===== src/rtl/trace_pkg.sv =====
// trace_pkg: shared definitions for the trace line checker.
//   - FSM state encoding for the line parser
//   - format_type codes and error_code bit positions
//   - ASCII constants for the trace grammar
//   - char_class_t: per-character classification returned by trace_char_class
//   - dec_width(): bit width that holds an n-digit decimal number
package trace_pkg;

    typedef enum logic [3:0] {
        IDLE,
        TIME,
        PC,
        COLON_SP,
        GRF,
        ADDR,
        SP_LT,
        EQ,
        DATA_SP,
        DATA,
        DONE
    } state_t;

    localparam logic [1:0] FORMAT_NONE = 2'd0;
    localparam logic [1:0] FORMAT_REG  = 2'd1;
    localparam logic [1:0] FORMAT_MEM  = 2'd2;

    localparam int ERR_PC_ALIGN = 0;
    localparam int ERR_PC_RANGE = 1;
    localparam int ERR_MEM      = 2;
    localparam int ERR_GRF      = 3;

    localparam logic [7:0] CH_CARET  = 8'h5e; // ^
    localparam logic [7:0] CH_AT     = 8'h40; // @
    localparam logic [7:0] CH_COLON  = 8'h3a; // :
    localparam logic [7:0] CH_SPACE  = 8'h20;
    localparam logic [7:0] CH_DOLLAR = 8'h24; // $
    localparam logic [7:0] CH_STAR   = 8'h2a; // *
    localparam logic [7:0] CH_LT     = 8'h3c; // <
    localparam logic [7:0] CH_EQ     = 8'h3d; // =
    localparam logic [7:0] CH_HASH   = 8'h23; // #
    localparam logic [7:0] CH_0      = 8'h30;
    localparam logic [7:0] CH_9      = 8'h39;
    localparam logic [7:0] CH_A_LO   = 8'h61; // a
    localparam logic [7:0] CH_F_LO   = 8'h66; // f

    typedef struct packed {
        logic       is_dec;
        logic       is_hex;
        logic       is_space;
        logic [3:0] nibble;
    } char_class_t;

    function automatic int dec_width(input int n);
        return $clog2(10 ** n);
    endfunction

endpackage


===== src/rtl/trace_char_class.sv =====
// trace_char_class: combinational classification of one ASCII character.
// Ports:
//   char  in   8  ASCII character
//   cls   out     is_dec (0-9), is_hex (0-9, a-f only), is_space, nibble value
// Uppercase hex is deliberately not recognised.
module trace_char_class
    import trace_pkg::*;
(
    input  logic [7:0]  char,
    output char_class_t cls
);

    always_comb begin
        cls          = '0;
        cls.is_space = (char == CH_SPACE);
        if (char >= CH_0 && char <= CH_9) begin
            cls.is_dec = 1'b1;
            cls.is_hex = 1'b1;
            cls.nibble = char[3:0];
        end else if (char >= CH_A_LO && char <= CH_F_LO) begin
            cls.is_hex = 1'b1;
            // 'a' is 0x61, so the low nibble plus 9 gives 10..15
            cls.nibble = char[3:0] + 4'd9;
        end
    end

endmodule


===== config.mk =====
export PLATFORM = sky130hd
export DESIGN_NAME = trace_char_class
export DESIGN_NICKNAME = d
export VERILOG_FILES = /design/src/rtl/trace_pkg.sv /design/src/rtl/trace_char_class.sv
export SDC_FILE = /design/constraint.sdc
export NUM_CORES = 1
export LEC_CHECK = 0
export ABC_AREA = 1
export BUFFER_PORTS_ARGS = -buffer_cell sky130_fd_sc_hd__buf_2
export CORE_AREA = 2 2 39 41
export DETAILED_ROUTE_END_ITERATION = 10
export DIE_AREA = 0 0 41 43
export PLACE_DENSITY = 0.38
export SLEW_MARGIN = 40
export SYNTH_ARGS = -nofsm -noshare
export SYNTH_HDL_FRONTEND = slang
export SYNTH_SLANG_ARGS = --single-unit

===== constraint.sdc =====
create_clock -name vclk -period 0.8
set_clock_uncertainty 0.05 [all_clocks]
set_input_delay 0.04 -clock vclk [all_inputs]
set_output_delay 0.04 -clock vclk [all_outputs]
set_load 0.05 [all_outputs]

### After elaboration in Yosys (flattened, before gate mapping)

Index checks and enable logic that the tools add are counted.

| storage, ports and cells | value |
|---|---|
| register bits | 0 |
| bits of input ports | 8 |
| output and inout bits | 7 |
| logic and storage cells | 13 |

| cells by class | value |
|---|---|
| $add $sub $neg | 1 |
| $lt $le $gt $ge | 4 |
| equality and inequality tests | 1 |
| muxes and demuxes | 5 |
| reduce and logical (&&, ||, !) cells | 2 |

Operator list:

| kind | count |
|---|---|
| $eq 8x6->1 const B | 1 |
| $ge 8x6->1 const B | 1 |
| $ge 8x7->1 const B | 1 |
| $le 8x6->1 const B | 1 |
| $le 8x7->1 const B | 1 |
| $mux 4 | 2 |
| $add 4x4->4 const B | 1 |
| $mux 1 | 3 |
| $logic_and 1x1->1 | 2 |

### Logic depth before layout (Yosys ltp)

Gate-level depths: netlist of the first run.

| logic depth | value |
|---|---|
| word-level depth | 4 |
| mapped depth | 9 |
| depth with buffers taken out | 9 |

### Worst setup path after synthesis of the first run

OpenSTA, ideal clock, no wires.

| path | value |
|---|---|
| kind | input to output |
| start | input char[0] |
| end | output cls[4] (netlist name) |
| data arrival time | 1793 ps |
| required time | 710 ps |
| path slack | -1083 ps |
| stages | 4 |
| buffers on the path | 0 |
| path through | inv_1 -> ha_1 -> nand3_1 -> nor4_1 |

RTL lines:

| what | RTL line | source |
|---|---|---|
| from (decl) | trace_char_class.sv:9 | `input logic [7:0] char,` |
| to (decl) | trace_char_class.sv:10 | `output char_class_t cls` |

==> results of run 1 <==
-- critical path, stage by stage --
cell and delay (ps):
buf_12 90, inv_12 30, ha_4 150, nand2_2 50, nand3_2 80, nand2_2 90
clkinvlp_4 150, nand2_2 110, o21ai_4 50, buf_6 140
-- power by group --
part / internal (W) / leakage [nW] / switching (W)
Combinational: 0.000148 / 0.338 / 0.000157
Sequential: 0 / 0 / 0
Clock: 0 / 0 / 0
Total: 0.000148 / 0.338 / 0.000157
-- cell families (layout without fill, tap and decap cells) --
| group | after synthesis | after routing | share of synthesized area (%) |
|---|---|---|---|
| AND/OR/NAND/NOR | 31 | 31 | 54.9 |
| adder cells (fa/ha/maj) | 4 | 4 | 20.5 |
| buffers and inverters | 11 | 41 | 16.9 |
| XOR/XNOR | 1 | 1 | 3.59 |
| AO/OA/AOI/OAI | 2 | 2 | 4.10 |
-- worst paths after layout --
path / start / end / cells past startpoint
worst max-delay path: char[1] / cls[3] / 10
worst min-delay path: char[4] / cls[4] / 4
-- Yosys cell counts --
cell | count | area share [%]
nand2_1 | 19 | 29
nor2_2 | 1 | 2.6
nor4_1 | 1 | 2.6
nor2_1 | 4 | 6.2
xor2_1 | 1 | 3.6
ha_1 | 4 | 21
inv_1 | 11 | 17
o21ai_0 | 2 | 4.1
nand3_1 | 5 | 10
nand3_2 | 1 | 4.1
-- cell type report --
cell class | count | area, sq um
inverter | 11 | 65.1
timing repair buffer | 30 | 274
fill | 147 | 669
tap | 16 | 20.0
multi-input combinational | 38 | 355
-- what timing repair did --
action,4_1_cts,5_1_grt
gates cloned,0,0
resized for setup,39,3
buffers inserted,2,0
setup endpoints to repair,7,7
pin swaps,13,5
-- metrics by stage --
stage	utilization (%)	std cells	setup slack, ps
2_1_floorplan	-	49	-340
3_3_place_gp	39.8	93	-487
3_5_place_dp	39.8	93	-493
4_1_cts	50.7	95	-286
5_1_grt	51.6	95	-347
6_report	51.6	95	-286
-- per-layer routing --
layer	track usage [%]	part of all wire, %	vias up	wire length [um]
met5	0	0	-	0
met4	0	0	0	0
met3	0	3.6	0	28
met2	16.6	54	7	418
met1	11.1	43	163	334
li1	-	-	209	-
==> out/summary.txt, run 1 <==
RSZ-0062 raised after global routing: yes
Outcome: finished with violations
PwrDens: 426 mW/mm^2
Net count, final: 93
Placed inst area: 551 sq um
I/O Pins: 15
Die H: 43 um
Global route total overflow: 0
Pin count of the biggest net entering global routing: 6
Drt total wl: 780 um
Failing checks: negative setup slack
Routed len/inst: 8.21 um
Worst slew margin: 83.7%
Critical Path RT: 710 ps
Final setup fails: 7
Core area: 0.00138 sq mm
Seq cells: 0
Syn Nets: 61
Cell area after layout: 714 sq um
DRT iter0 DRCs: 3
Fmax: 921 MHz
Avg Vias per Cell: 3.99
Min-delay worst type: in2out
Synthesized area: 244 sq um
Maximum vdd drop: 0.187 mV
Sequential cell area fraction in the yosys report: 0%
Storage cell area: 0 sq um
Layout cells sized above 1: 77.2%
Final critical-path required period: 1090 ps
Die Span X: 41 um
Data arrival time of the critical path: 1000 ps
Total GRT Usage: 8.79%
Crit path capture type: output port
# port buffers: 15
Cell Rows: 14
Mean post-synth cell area: 4.98 sq um
Netlist cell types: 10
DRC Markers: 0
Vias in the first global route: 309
Area grow syn2layout: 193%
Pleak: 0.338 nW
Peak fanout along the critical path: 5
Worst Max-Slew Pin Slew: 246 ps
Commonest non-fill, non-tap cell in the layout: buf_4
Max cap viols: 0
ANT cells: 0
Final ANT Viol Nets: 0
Die area: 0.00176 sq mm
Slew Limit Fails: 0
Clock buffer cells: 0
Final worst path period share: 136%
Initial core utilization: 17.6%
Setup crit start kind: input port
Total power: 0.000304 W
Hpwl dp: 669 um
Routability cong.: 0.792
Antenna violations before repair: 0
Hold Fails Final Rpt: 0
Drt pass-1 iters: 2
First-pass GRT wire length: 1150 um
Commonest cells after routing, fill and taps aside: buf_4, nand2_2, buf_2, inv_1, buf_6
Vias post-DR: 379
Hold Buf Count CTS: 0
Cells after Synth: 49
Yosys warning total: 0
Final hold slack: 437 ps
Final worst slack: -286 ps
Critical path class: in2out
Setup TNS: -1740 ps
Power figures use the tool's default switching activity.
==> run 2: changes to the inputs <==
Settings changed: REMOVE_ABC_BUFFERS set to 1.
==> run 2 against run 1 <==
- the flow still finishes with violations (negative setup slack)
- count of clock-buffer cells in the layout is the same
- global-route usage up 0.40 points
- critical path depth fell by 3
- final area shrank 22%
- sequential share of layout area unchanged
- power shrank 23%
- routed wire length down 6.3%
- via count decreased by 5.5%
- first-iteration DRC count down 33%
- maximum frequency up 7.9%
- core utilization shrank 11 points
- critical path type unchanged
- largest cell class unchanged
- largest power group unchanged
==> out/summary.txt, run 2 (synthesis gave the netlist of run 1 again) <==
Net count, final: 87 (-6.5%)
First-pass GRT wire length: 1220 um (+6.0%)
Global route total overflow: 0 (unchanged)
Area grow syn2layout: 129%
Hold Path Stages: 3 (-1)
Drt pass-1 iters: 2 (unchanged)
Core area: 0.00138 sq mm (unchanged)
Vias in the first global route: 325 (+5.2%)
Min-delay worst type: in2out
Die Span X: 41 um (unchanged)
Routed len/inst: 8.21 um (about the same)
Failing checks: negative setup slack
Hold Crit Start: char[4]
Avg Vias per Cell: 4.02 (+0.83%)
Maximum vdd drop: 0.158 mV (-16%)
RSZ-0062 raised after global routing: yes
Hpwl dp: 609 um (-8.9%)
Slew Limit Fails: 0 (unchanged)
Initial core utilization: 17.6% (unchanged)
Worst slew margin: 86.7% (+3.0 points)
Hold Buf Count CTS: 0 (unchanged)
Critical path class: in2out
Fmax: 994 MHz (+7.9%)
Final hold slack: 388 ps (-48.8 ps)
Layout Utilization: 40.3% (-11 points)
Outcome: finished with violations
DRT iter0 DRCs: 2 (-1)
Antenna violations before repair: 0 (unchanged)
Storage cell area: 0 sq um (unchanged)
Final worst path period share: 126% (-10 points)
Seq cells: 0 (unchanged)
PwrDens: 420 mW/mm^2 (-1.4%)
Commonest non-fill, non-tap cell in the layout: nand2_1
Layout cells sized above 1: 58.9% (-18 points)
Crit. Startpoint: char[0]
Cell Rows: 14 (unchanged)
Final ANT Viol Nets: 0 (unchanged)
Routability cong.: 0.676 (-15%)
Peak fanout along the critical path: 3 (-2)
Final critical-path required period: 1010 ps (-79.7 ps)
Data arrival time of the critical path: 920 ps (-80 ps)
ANT cells: 0 (unchanged)
Setup crit start kind: input port
Die H: 43 um (unchanged)
Total GRT Usage: 9.19% (+0.40 points)
Vias post-DR: 358 (-5.5%)
Commonest cells after routing, fill and taps aside: nand2_1, buf_4, inv_1, buf_2, buf_6
Total power: 0.000234 W (-23%)
Pin count of the biggest net entering global routing: 6 (unchanged)
Critical Path RT: 710 ps (about the same)
Max cap viols: 0 (unchanged)
DP Worst Slack: -451 ps (+41.7 ps)
Fill cells: 143 (-2.7%)
Final setup fails: 7 (unchanged)
Hold Fails Final Rpt: 0 (unchanged)
DRC Markers: 0 (unchanged)
Die area: 0.00176 sq mm (unchanged)
Drt total wl: 731 um (-6.3%)
WHS Endpoint: cls[4]
Final worst slack: -206 ps (+79.7 ps)
Pleak: 0.294 nW (-13%)
Crit path capture type: output port
Clock buffer cells: 0 (unchanged)
I/O Pins: 15 (unchanged)
Worst Max-Slew Pin Slew: 198 ps (-48.1 ps)
# port buffers: 15 (unchanged)
## run 2: cell types whose count changed in the layout (fill, tap and decap cells not counted), moves of 2 or more
cell / before / now
nor2_1: 4 / 2
buf_4: 13 / 9
nand2_4: 4 / 0
nor2_2: 0 / 2
buf_12: 2 / 0
nand2_2: 11 / 5
nand2_1: 4 / 14
## run 2: power breakdown
| group | total (W) | internal, W | switching (W) |
|---|---|---|---|
| clock | 0 | 0 | 0 |
| combinational | 0.000234 | 0.000106 | 0.000128 |
| sequential | 0 | 0 | 0 |
## run 2: worst max-delay path: stages
cell and delay [ps]:
buf_8 110, inv_6 50, buf_6 90, ha_1 140
nand3_1 90, nor4_2 140, buf_4 240
## run 2: through the flow
| stage | cell area, sq um | cells | TNS (ps) |
|---|---|---|---|
| floorplan | 244 | 49 | -4620 |
| global route | 558 | 89 | -1750 |
| finish | 558 | 89 | -1260 |
| global placement | 407 | 89 | -2900 |
| CTS | 519 | 89 | -1600 |
| detailed placement | 407 | 89 | -2870 |
## run 2: layout make-up
cell class	count	area, sq um	share of cell area (%)
multi-input cells	38	272	48.7
repair buffers	24	210	37.7
inverters	11	56.3	10.1
well taps	16	20.0	3.59
## run 2: worst max-delay path by stage
stage	slack (ps)	cells after the start	end
final	-210	7	cls[4]
after global routing	-280	8	cls[0]
after CTS	-270	11	cls[0]
after detailed placement	-450	11	cls[0]
after global placement	-460	11	cls[0]
after floorplan	-1080	4	cls[4]
## run 2: what timing repair did
action                     CTS  global route
buffers inserted             0             0
pin swaps                    8            10
gates resized for setup     35            12
setup endpoints to repair    7             7
## run 2: metal layers
layer / vias to the layer above / global-route usage (%) / routed length [um]
li1: 196 / - / -
met1: 151 / 12.7 / 321
met2: 11 / 16.3 / 353
met3: 0 / 0 / 55
met4: 0 / 0 / 0
met5: - / 0 / 0
